$ cat config.mk
export PLATFORM = sky130hd
export DESIGN_NAME = alu_issue_ctrl
export DESIGN_NICKNAME = d
export VERILOG_FILES = /design/src/rtl/alu_issue_ctrl.sv
export SDC_FILE = /design/constraint.sdc
export NUM_CORES = 1
export LEC_CHECK = 0
export BUFFER_PORTS_ARGS = -buffer_cell sky130_fd_sc_hd__clkbuf_2
export CAP_MARGIN = 25
export CELL_PAD_IN_SITES_DETAIL_PLACEMENT = 1
export CELL_PAD_IN_SITES_GLOBAL_PLACEMENT = 2
export CORE_MARGIN = 3
export CORE_UTILIZATION = 43
export CTS_CLUSTER_SIZE = 10
export DETAILED_ROUTE_END_ITERATION = 10
export PLACE_DENSITY = 0.83
export SETUP_SLACK_MARGIN = 0.1
export SYNTH_ARGS = -nofsm -noshare
export SYNTH_HDL_FRONTEND = slang
export SYNTH_SLANG_ARGS = --single-unit
$ cat constraint.sdc
create_clock -name clk -period 4.42 [get_ports clk]
set_clock_uncertainty 0.2 [all_clocks]
set_input_delay 0.442 -clock clk [delete_from_list [all_inputs] [get_ports clk]]
set_output_delay 0.442 -clock clk [all_outputs]
set_load 0.02 [all_outputs]
$ cat src/rtl/alu_issue_ctrl.sv
// In-order issue controller for a single ALU: buffers decoded addi/add
// instructions in a small FIFO and issues one per cycle, stalling on hazards.
module alu_issue_ctrl #(
  parameter int DEPTH = 4
) (
  input  logic                     clk,
  input  logic                     reset,
  input  logic                     in_valid,
  output logic                     in_ready,
  input  logic [1:0]               in_op,
  input  logic [4:0]               in_rs1,
  input  logic [4:0]               in_rs2,
  input  logic [4:0]               in_rd,
  input  logic [31:0]              in_imm,
  input  logic                     hold,
  input  logic                     flush,
  output logic                     addi,
  output logic                     add,
  output logic [4:0]               src1_addr,
  output logic [4:0]               src2_addr,
  output logic [4:0]               rd,
  output logic [31:0]              imm,
  output logic                     jump_branch_enable,
  output logic [$clog2(DEPTH):0]   count,
  output logic                     busy
);

  localparam int PW = $clog2(DEPTH);
  localparam int CW = PW + 1;

  typedef enum logic [1:0] {
    S_IDLE,
    S_RUN,
    S_BUBBLE
  } state_t;

  state_t r_state;
  state_t w_state_next;

  logic [PW-1:0] r_wptr;
  logic [PW-1:0] r_rptr;
  logic [CW-1:0] r_count;

  logic          r_q_add [DEPTH];
  logic [4:0]    r_q_rs1 [DEPTH];
  logic [4:0]    r_q_rs2 [DEPTH];
  logic [4:0]    r_q_rd  [DEPTH];
  logic [31:0]   r_q_imm [DEPTH];

  logic          r_addi;
  logic          r_add;
  logic [4:0]    r_src1;
  logic [4:0]    r_src2;
  logic [4:0]    r_rd;
  logic [31:0]   r_imm;
  logic [4:0]    r_p2_rd;

  logic          w_in_ready;
  logic          w_push;
  logic          w_pop;
  logic          w_head_add;
  logic [4:0]    w_head_rs1;
  logic [4:0]    w_head_rs2;
  logic [4:0]    w_head_rd;
  logic [31:0]   w_head_imm;
  logic          w_rs1_haz;
  logic          w_rs2_haz;
  logic          w_hazard;

  assign w_in_ready = (r_count < CW'(DEPTH));
  assign w_push     = in_valid & w_in_ready & ~flush &
                      ((in_op == 2'b01) | (in_op == 2'b10));

  assign w_head_add = r_q_add[r_rptr];
  assign w_head_rs1 = r_q_rs1[r_rptr];
  assign w_head_rs2 = r_q_rs2[r_rptr];
  assign w_head_rd  = r_q_rd[r_rptr];
  assign w_head_imm = r_q_imm[r_rptr];

  // r_rd is the rd issued this cycle (distance 1, forwarded by the ALU);
  // only a match two issues back must stall.
  assign w_rs1_haz = (w_head_rs1 != 5'd0) && (w_head_rs1 == r_p2_rd) &&
                     (w_head_rs1 != r_rd);
  assign w_rs2_haz = (w_head_rs2 != 5'd0) && (w_head_rs2 == r_p2_rd) &&
                     (w_head_rs2 != r_rd);
  assign w_hazard  = w_rs1_haz | (w_head_add & w_rs2_haz);

  always_comb begin
    w_state_next = r_state;
    w_pop        = 1'b0;
    case (r_state)
      S_IDLE: begin
        if (r_count != '0) w_state_next = S_RUN;
      end
      S_RUN: begin
        if (r_count == '0) begin
          w_state_next = S_IDLE;
        end else if (hold) begin
          w_state_next = S_RUN;
        end else if (w_hazard) begin
          w_state_next = S_BUBBLE;
        end else begin
          w_pop = 1'b1;
        end
      end
      S_BUBBLE: w_state_next = S_RUN;
      default:  w_state_next = S_IDLE;
    endcase
  end

  // Storage is not reset; only the pointers define what is valid.
  always_ff @(posedge clk) begin
    if (w_push) begin
      r_q_add[r_wptr] <= (in_op == 2'b10);
      r_q_rs1[r_wptr] <= in_rs1;
      r_q_rs2[r_wptr] <= in_rs2;
      r_q_rd[r_wptr]  <= in_rd;
      r_q_imm[r_wptr] <= in_imm;
    end
  end

  always_ff @(posedge clk) begin
    if (reset || flush) begin
      r_state <= S_IDLE;
      r_wptr  <= '0;
      r_rptr  <= '0;
      r_count <= '0;
      r_addi  <= 1'b0;
      r_add   <= 1'b0;
      r_src1  <= 5'd0;
      r_src2  <= 5'd0;
      r_rd    <= 5'd0;
      r_imm   <= 32'd0;
      r_p2_rd <= 5'd0;
    end else begin
      r_state <= w_state_next;
      if (w_push) r_wptr <= r_wptr + PW'(1);
      if (w_pop)  r_rptr <= r_rptr + PW'(1);
      r_count <= r_count + CW'(w_push) - CW'(w_pop);
      r_addi  <= w_pop & ~w_head_add;
      r_add   <= w_pop & w_head_add;
      r_src1  <= w_pop ? w_head_rs1 : 5'd0;
      r_src2  <= (w_pop & w_head_add) ? w_head_rs2 : 5'd0;
      r_rd    <= w_pop ? w_head_rd : 5'd0;
      r_imm   <= (w_pop & ~w_head_add) ? w_head_imm : 32'd0;
      r_p2_rd <= r_rd;
    end
  end

  assign in_ready           = w_in_ready;
  assign addi               = r_addi;
  assign add                = r_add;
  assign src1_addr          = r_src1;
  assign src2_addr          = r_src2;
  assign rd                 = r_rd;
  assign imm                = r_imm;
  assign jump_branch_enable = flush;
  assign count              = r_count;
  assign busy               = (r_count != '0) | r_addi | r_add;

endmodule

# [Yosys cells after proc, flatten, opt, wreduce, memory -nomap -nowiden]
# Memory sizes are Yosys's and may differ from the RTL's. A register that Yosys moved wholly into a read port is not among the register bits.
# Index checks and enable logic that the tools add are counted.
[op_classes] addsub=4 order_cmp=1 n_eq_ne=10 n_mux=17 bitwise_logic=15 reduce_logical=14
[op_table] cell="2-bit 2-to-1 mux" n=10
[op_table] cell="5-bit == test" n=2
[op_table] cell="5-bit inequality test" n=2
[op_table] cell="5-bit nonzero test" n=2
[op_table] cell="1-bit bitwise AND" n=6
[op_table] cell="1-bit 2-to-1 mux" n=6
[op_table] cell="2-bit one-hot mux with 3 select lines" n=1
[op_table] cell="2-bit OR reduction" n=3
[op_table] cell="1-bit inverter" n=5
[op_table] cell="2-bit by 1-bit adder with 2-bit output (second input constant)" n=2
[op_table] cell="2-bit by 1-bit == test with 1-bit output (second input constant)" n=2
[op_table] cell="2-bit == test (second input constant)" n=2
[op_table] cell="1-bit logical AND" n=4
[op_table] cell="4-bit inequality test (second input constant)" n=1
[op_table] cell="1-bit bitwise OR" n=4
[op_table] cell="3-bit by 1-bit adder with 3-bit output" n=1
[op_table] cell="3-bit logical NOT" n=1
[op_table] cell="3-bit < comparator (second input constant)" n=1
[op_table] cell="3-bit nonzero test" n=1
[op_table] cell="3-bit by 1-bit subtractor with 3-bit output" n=1
[op_table] cell="2-bit logical NOT" n=1
[op_table] cell="2-bit inequality test (second input constant)" n=1
[op_table] cell="2-bit AND reduction" n=1
[op_table] cell="1-bit logical OR" n=1
[word_totals] register_bits=26 ramBits=192 inputBits=54 word_cells=75 memories=5
[mem_list] memory="r_q_imm" depth=4 word_bits=32 read_ports=1 rd_ports_with_merged_regs=1 write_ports=1 line="48" source="logic [31:0] r_q_imm [DEPTH];"
[mem_list] memory="r_q_rd" depth=4 word_bits=5 read_ports=1 rd_ports_with_merged_regs=1 write_ports=1 line="47" source="logic [4:0] r_q_rd [DEPTH];"
[mem_list] memory="r_q_rs1" depth=4 word_bits=5 read_ports=1 rd_ports_with_merged_regs=1 write_ports=1 line="45" source="logic [4:0] r_q_rs1 [DEPTH];"
[mem_list] memory="r_q_rs2" depth=4 word_bits=5 read_ports=1 rd_ports_with_merged_regs=1 write_ports=1 line="46" source="logic [4:0] r_q_rs2 [DEPTH];"
[mem_list] memory="r_q_add" depth=4 word_bits=1 read_ports=1 rd_ports_with_merged_regs=1 write_ports=1 line="44" source="logic r_q_add [DEPTH];"

# [Logic depth before layout (Yosys ltp)]
# Gate-level depths: netlist (run 1).
[depth] ltp_word=12 ltp_mapped=15 mapped_depth_nobuf=14

# [Worst setup path after synthesis (run 1)]
# Ideal clock, no wire load.
[synth_path] path_type="register to register" start="register (tool-made name)" end="register r_count[2] (netlist: count[2])" t_arrival_ns=3.137 setup_slack_ns=0.962 path_stages_with_launch=16 path_buffers=1 period_less_slack_ns=3.458 path_cell_list="dfxtp_1 > buf_6 > mux4_2 > nor3_1 > a21oi_1 > nor4_4 > nand2_2 > nand3_2 > inv_1 > ha_1 > inv_1 > ha_1 > fa_1 > xnor2_1 > xnor2_1 > nor2_1"
[synth_rtl] element="end signal, assigned" line="139" source="r_count <= r_count + CW'(w_push) - CW'(w_pop);"
[synth_rtl] element="end, declared" line="42" source="logic [CW-1:0] r_count;"

==> results.yml, run 1 <==
die:
  start_util: 0.447
  dieWidth_um: 153
  rows: 52
  ioPinCount: 109
  die_h_um: 153
  core_area_sq_um: 20700
  dieArea_sq_um: 23300
placed_design:
  port_buffers: 108
  dp_hpwl_um: 11700
  place.gp.congestion: 0.734
  dp.cells: 848
clocking:
  cts-htree-levels: 1
  clk_pin_slew_worst_paths_ns: 0.06
  cts_root_buf: "clkbuf_16"
  cts_tree: "yes"
  numCtsBuffers: 29
  clockBufferDepth: 3
  clk_latency_ns: 0.54
  clock_sinks: 257
finish:
  area.growth.synth_to_final_pct: 23.9
  fin_cells: 949
  regArea_sq_um: 7070
  multi_input_area_sq_um: 2010
  n_antenna_cell: 0
  drive_above_1_share: 0.312
  finalNetCount: 718
  fill_cells: 1897
power:
  p_leak_nw: 4.07
  power.density_nw_per_um2: 427
  p_total_mw: 4.88
  worst_ir_drop_vdd_uv: 442
sta:
  timing.final.max_slew_violations: 0
  max_slew_margin: 0.440
  post-route-period-util: 0.908
  setup_viol: 0
  fin_crit_ns: 4.02
  tightestPinTransition_ns: 0.841
  tns_ns: 0
  max_freq_mhz: 249
  timing.final.hold_violations: 0
  rsz0062_at_grt: "no"
  fin_hold_ws_ns: 0.0413
route:
  post_drt_via_cell_ratio: 4.99
  wl_um: 18700
  wire_per_inst_um: 19.7
  ant_nets: 0
  drt_iter0_markers: 240
  drc: 0
  dr.pass1.iters: 4
  vias: 4740
yosys:
  synth-compound-area-share: 0.00623
  synth_mux_area_frac: 0.119
  ys_async_sr_fraction: 0
  synth_common_cells: "192 x edfxtp_1, 65 x dfxtp_1, 48 x mux4_2, 37 x nor2b_1, 19 x inv_1"
  synth_area_sq_um: 9240
  synth_fa_ha_area_frac: 0.0116
  synthXorXnorAreaFrac: 0.0209
  synthDistinctLibCells: 35
  yosysSeqAreaShare: 0.765
  synthTopCellsByArea: "edfxtp_1 62%, dfxtp_1 14%, mux4_2 12%"
  synth_most_common_cell: "edfxtp_1"
  ys_warn_count: 0
  synth_cells: 477
  syn_avg_cell_area_sq_um: 19.4
  yosys.area.top_type: "edfxtp_1"
  synth_top_family_by_area: "multiplexers"
  ys_ff_latch: 257
  ys.flop_type: "edfxtp_1"
  synth_nets: 539
  synth_edf_count: 192
  synth_top_area_share: 0.624
  synth-simple-area-share: 0.0588
outcome:
  status: "completed"
flow_run:
  drv_cap: 0
global_routing:
  grt_pass1_wl_um: 30100
  overflow: 0
  grtUsageTotal: 0.162
  grt_max_degree: 41
  grt_pass1_vias: 5272
  antenna_found_initial: 0
hold_path:
  hold_path.class: "in2reg"
setup_path:
  endpoint_kind: "flop"
  reg2reg_slack_ns: 0.40
  worst_setup_path_start_kind: "flop"
  critPathKind: "reg2reg"
  crit_arrival_ns: 4.24
  crit_fanout: 10
  crit_required_ns: 4.64
-- cell families (layout without fill, tap and decap cells) --
family,count (synthesis),after routing
AOI/OAI and AO/OA,8,8
xor gates and xnor gates,22,22
adders and majority gates,8,8
buffers and inverters,39,241
DFF,257,257
muxes,50,50
and+or+nand+nor,93,93
-- worst max-delay path, stage by stage, from the launching register on --
cell and delay, ns:
dfxtp_1 0.69, mux4_2 0.66, xor2_1 0.20, nor3_1 0.08, a221oi_1 0.45, inv_2 0.11, nand3_2 0.19, inv_1 0.07
ha_1 0.27, inv_1 0.04, ha_1 0.19, fa_1 0.38, xnor2_1 0.19, xnor2_1 0.14, nor2_1 0.05
-- sequential cells by signal, indices dropped and copies added (netlist names), 3 cells and up, named ones only --
name	cells
count	3
imm	32
r_p2_rd	5
r_q_add	4
r_q_imm	128
r_q_rd	20
r_q_rs1	20
r_q_rs2	20
rd	5
src1_addr	5
src2_addr	5
-- worst paths after layout --
kind | from | endpoint | depth (start not counted)
worst max-delay path | flop | count[2] | 14
worst min-delay path | reset | r_rptr[0] | 3
worst max register to register | flop | count[2] | 14
worst min register to register | rd[1] | r_p2_rd[1] | 1
-- stage by stage --
| step | instance area, sq um | util | setup slack, ns |
|---|---|---|---|
| 6_report | 11400 | 0.553 | 0.405 |
| 5_1_grt | 11400 | 0.553 | 0.124 |
| 4_1_cts | 11400 | 0.553 | 0.351 |
| 3_5_place_dp | 10100 | 0.490 | 0.381 |
| 3_3_place_gp | 10100 | 0.489 | 0.556 |
| 2_1_floorplan | 9240 | - | 0.962 |
-- per-layer routing --
metal,vias up,track usage,part of all wire
li1,2166,-,-
met3,31,0.0315,0.044
met2,120,0.279,0.50
met1,2423,0.213,0.43
met4,0,0.0395,0.020
met5,-,0,0
-- cell usage in the layout, fill, tap and decap left out, types with 2 or more instances in the layout --
cell type | netlist | final
dlygate4sd3_1 | 0 | 47
nand2_1 | 5 | 5
buf_4 | 4 | 10
mux4_2 | 48 | 48
ha_1 | 7 | 7
nand3_1 | 2 | 2
clkbuf_2 | 0 | 108
nor3_1 | 7 | 7
edfxtp_1 | 192 | 192
mux2i_1 | 2 | 2
xor2_1 | 10 | 10
and3_1 | 2 | 2
and2_1 | 11 | 7
xnor2_1 | 12 | 12
clkbuf_16 | 0 | 29
dfxtp_1 | 65 | 63
nor2b_1 | 37 | 37
nand4_1 | 2 | 2
nor2_1 | 17 | 17
inv_2 | 2 | 2
o21ai_0 | 2 | 2
and2_2 | 0 | 4
clkbuf_1 | 12 | 23
inv_1 | 19 | 19
or3_1 | 3 | 3
a21oi_1 | 3 | 3
-- power by group --
part | switching (mW) | total (mW) | internal [mW]
combinational | 0.0659 | 0.137 | 0.0715
clock | 0.879 | 2.13 | 1.25
sequential | 0.00515 | 2.62 | 2.61
total | 0.950 | 4.88 | 3.93
-- final cells by class --
cell class | count | area share
flip-flops and latches | 257 | 0.618
inverters | 21 | 0.00689
well taps | 270 | 0.0295
clock inverters | 1 | 0.00175
repair buffers | 166 | 0.0966
multi-input cells | 181 | 0.175
clock buffers | 53 | 0.0721
-- repair_timing --
item                                    4_1_cts  5_1_grt
buffers inserted                              0        0
gates resized for setup                       0        0
endpoints found under the setup margin        0        0
hold buffers                                 47        0
hold endpoints to repair                    188        0
No activity file was read; power rests on OpenSTA's default activity.
==> run 2, diff against run 1 <==
Settings changed: CORE_MARGIN 3 to default.
==> run 2 against run 1 <==
  * Maximum frequency rose by 2.8%
  * Sequential share of layout area fell by 0.067 points
  * Sequential cell count did not move
  * Power barely moved
  * Critical path type unchanged
==> results.yml, run 2 (synthesized netlist as in run 1, its figures left out) <==
route:
  wl_um: 19600
  top_layer_used: "met4"
  ant_nets: 0
  drc: 0
  wire_per_inst_um: 20.5
  drt-met1-wl_um: 8260
  dr.pass1.iters: 4
  wl_met3_um: 822
  post_drt_via_cell_ratio: 5.02
  drt_iter0_markers: 171
  dr_wl_met2_um: 9990
  vias: 4791
finish:
  largest_reg_flops: 128
  n_antenna_cell: 0
  drive_above_1_share: 0.312
  top_register: "r_q_imm"
  finalNetCount: 719
  final_cell_mix: "192 x edfxtp_1, 108 x clkbuf_2, 63 x dfxtp_1"
  area.growth.synth_to_final_pct: 24.0
  mostFrequentLayoutCell: "edfxtp_1"
  fill_cells: 1934
sta:
  rsz0062_at_grt: "no"
  fin_hold_ws_ns: 0.0538
  fin_crit_ns: 3.90
  timing.final.hold_violations: 0
  max_freq_mhz: 256
  tightestPinTransition_ns: 0.835
  post-route-period-util: 0.883
  tns_ns: 0
  setup_viol: 0
  timing.final.max_slew_violations: 0
  max_slew_margin: 0.443
power:
  p_comb_frac: 0.029
  p_leak_nw: 4.07
  worst_ir_drop_vdd_uv: 405
  p_clk_frac: 0.436
  power.density_nw_per_um2: 427
  power.switching_uw: 974
  power_frac_seq: 0.535
  netSwitchingFraction: 0.199
  internal_power_mw: 3.92
setup_path:
  crit_required_ns: 4.64
  critPathKind: "reg2reg"
  r2r-end: "count[2]"
  r2r_cells: 14
  crit_fanout: 10
  worst_setup_path_start_kind: "flop"
  reg2reg_slack_ns: 0.52
  endpoint_kind: "flop"
  crit_arrival_ns: 4.12
clocking:
  clock_sinks: 257
  cts-htree-levels: 1
  cts_setup_buffers: 0
  numCtsBuffers: 29
  clockBufferDepth: 3
  cts_tree: "yes"
  clk_latency_ns: 0.55
  cts_resized: 0
  clk_pin_slew_worst_paths_ns: 0.06
  cts_root_buf: "clkbuf_16"
placed_design:
  place.gp.congestion: 0.836
  port_buffers: 108
  dp_hpwl_um: 12300
hold_path:
  hold_start: "reset"
  hold_end: "r_rptr[0]"
  whs_path_depth: 3
  hold_path.class: "in2reg"
flow_run:
  drv_cap: 0
die:
  dieArea_sq_um: 22100
  rows: 53
  core_area_sq_um: 21000
  start_util: 0.439
  ioPinCount: 109
  dieWidth_um: 149
  die_h_um: 149
global_routing:
  antenna_found_initial: 0
  overflow: 0
  grt_pass1_vias: 5294
  grt_pass1_wl_um: 30300
  grt_max_degree: 41
  grtUsageTotal: 0.184
outcome:
  status: "completed"
[run 2: cell count changes in the layout (fill, tap and decap cells not counted), sizes merged]
cell | before | now
clkbuf | 161 | 160
buf | 11 | 12
[run 2: layout make-up]
class	count	area, sq um	area share
Clock buffer	52	812	0.0709
Clock inverter	1	20.0	0.00175
Inverter	21	78.8	0.00688
Multi-Input combinational cell	181	2010	0.175
Sequential cell	257	7070	0.617
Tap cell	275	344	0.0300
Timing Repair Buffer	167	1130	0.0983
[run 2: repair_timing]
action | in CTS | in global routing
endpoints found under the setup margin | 0 | 0
endpoints found under the hold margin | 188 | 0
hold buffers | 47 | 0
[run 2: power groups by stage]
stage                     registers [mW]  logic, mW  clock network (mW)
after floorplan                     2.67     0.0460                   0
after global placement              2.67     0.0969                   0
after detailed placement            2.67      0.106                   0
after CTS                           2.62      0.141                2.18
after global routing                2.62      0.152                2.27
final                               2.62      0.140                2.13
[run 2: worst max-delay path, stage by stage, from the launching register on]
cell and delay [ns]:
dfxtp_1 0.57, mux4_2 0.63, xnor2_1 0.20, nand4_1 0.12, a221oi_1 0.42, inv_2 0.12
nand3_2 0.20, inv_1 0.07, ha_1 0.27, inv_1 0.04, ha_1 0.18, fa_1 0.37
xnor2_1 0.18, xnor2_1 0.14, nor2_1 0.06
[run 2: through the flow]
step / cells / instance area (sq um) / total power, mW / util / setup WS, ns
2_1_floorplan: 477 / 9240 / 2.71 / - / 0.962
3_3_place_gp: 853 / 10100 / 2.76 / 0.482 / 0.669
3_5_place_dp: 854 / 10200 / 2.77 / 0.483 / 0.471
4_1_cts: 954 / 11500 / 4.94 / 0.545 / 0.461
5_1_grt: 954 / 11500 / 5.04 / 0.545 / 0.278
6_report: 954 / 11500 / 4.89 / 0.545 / 0.516
[run 2: how the worst max path moves through the flow]
stage	startpoint	to	slack, ns	cells past startpoint
after floorplan	flop	count[2]	0.96	15
after global placement	flop	count[2]	0.67	14
after detailed placement	flop	count[2]	0.47	14
after CTS	flop	count[2]	0.46	14
after global routing	flop	count[2]	0.28	14
final	flop	count[2]	0.52	14
[run 2: metal layers]
layer  global-route usage  up-vias
met1                0.234     2441
met2                0.322      137
li1                     -     2176
met3               0.0316       37
met5                    0        -
met4               0.0531        0
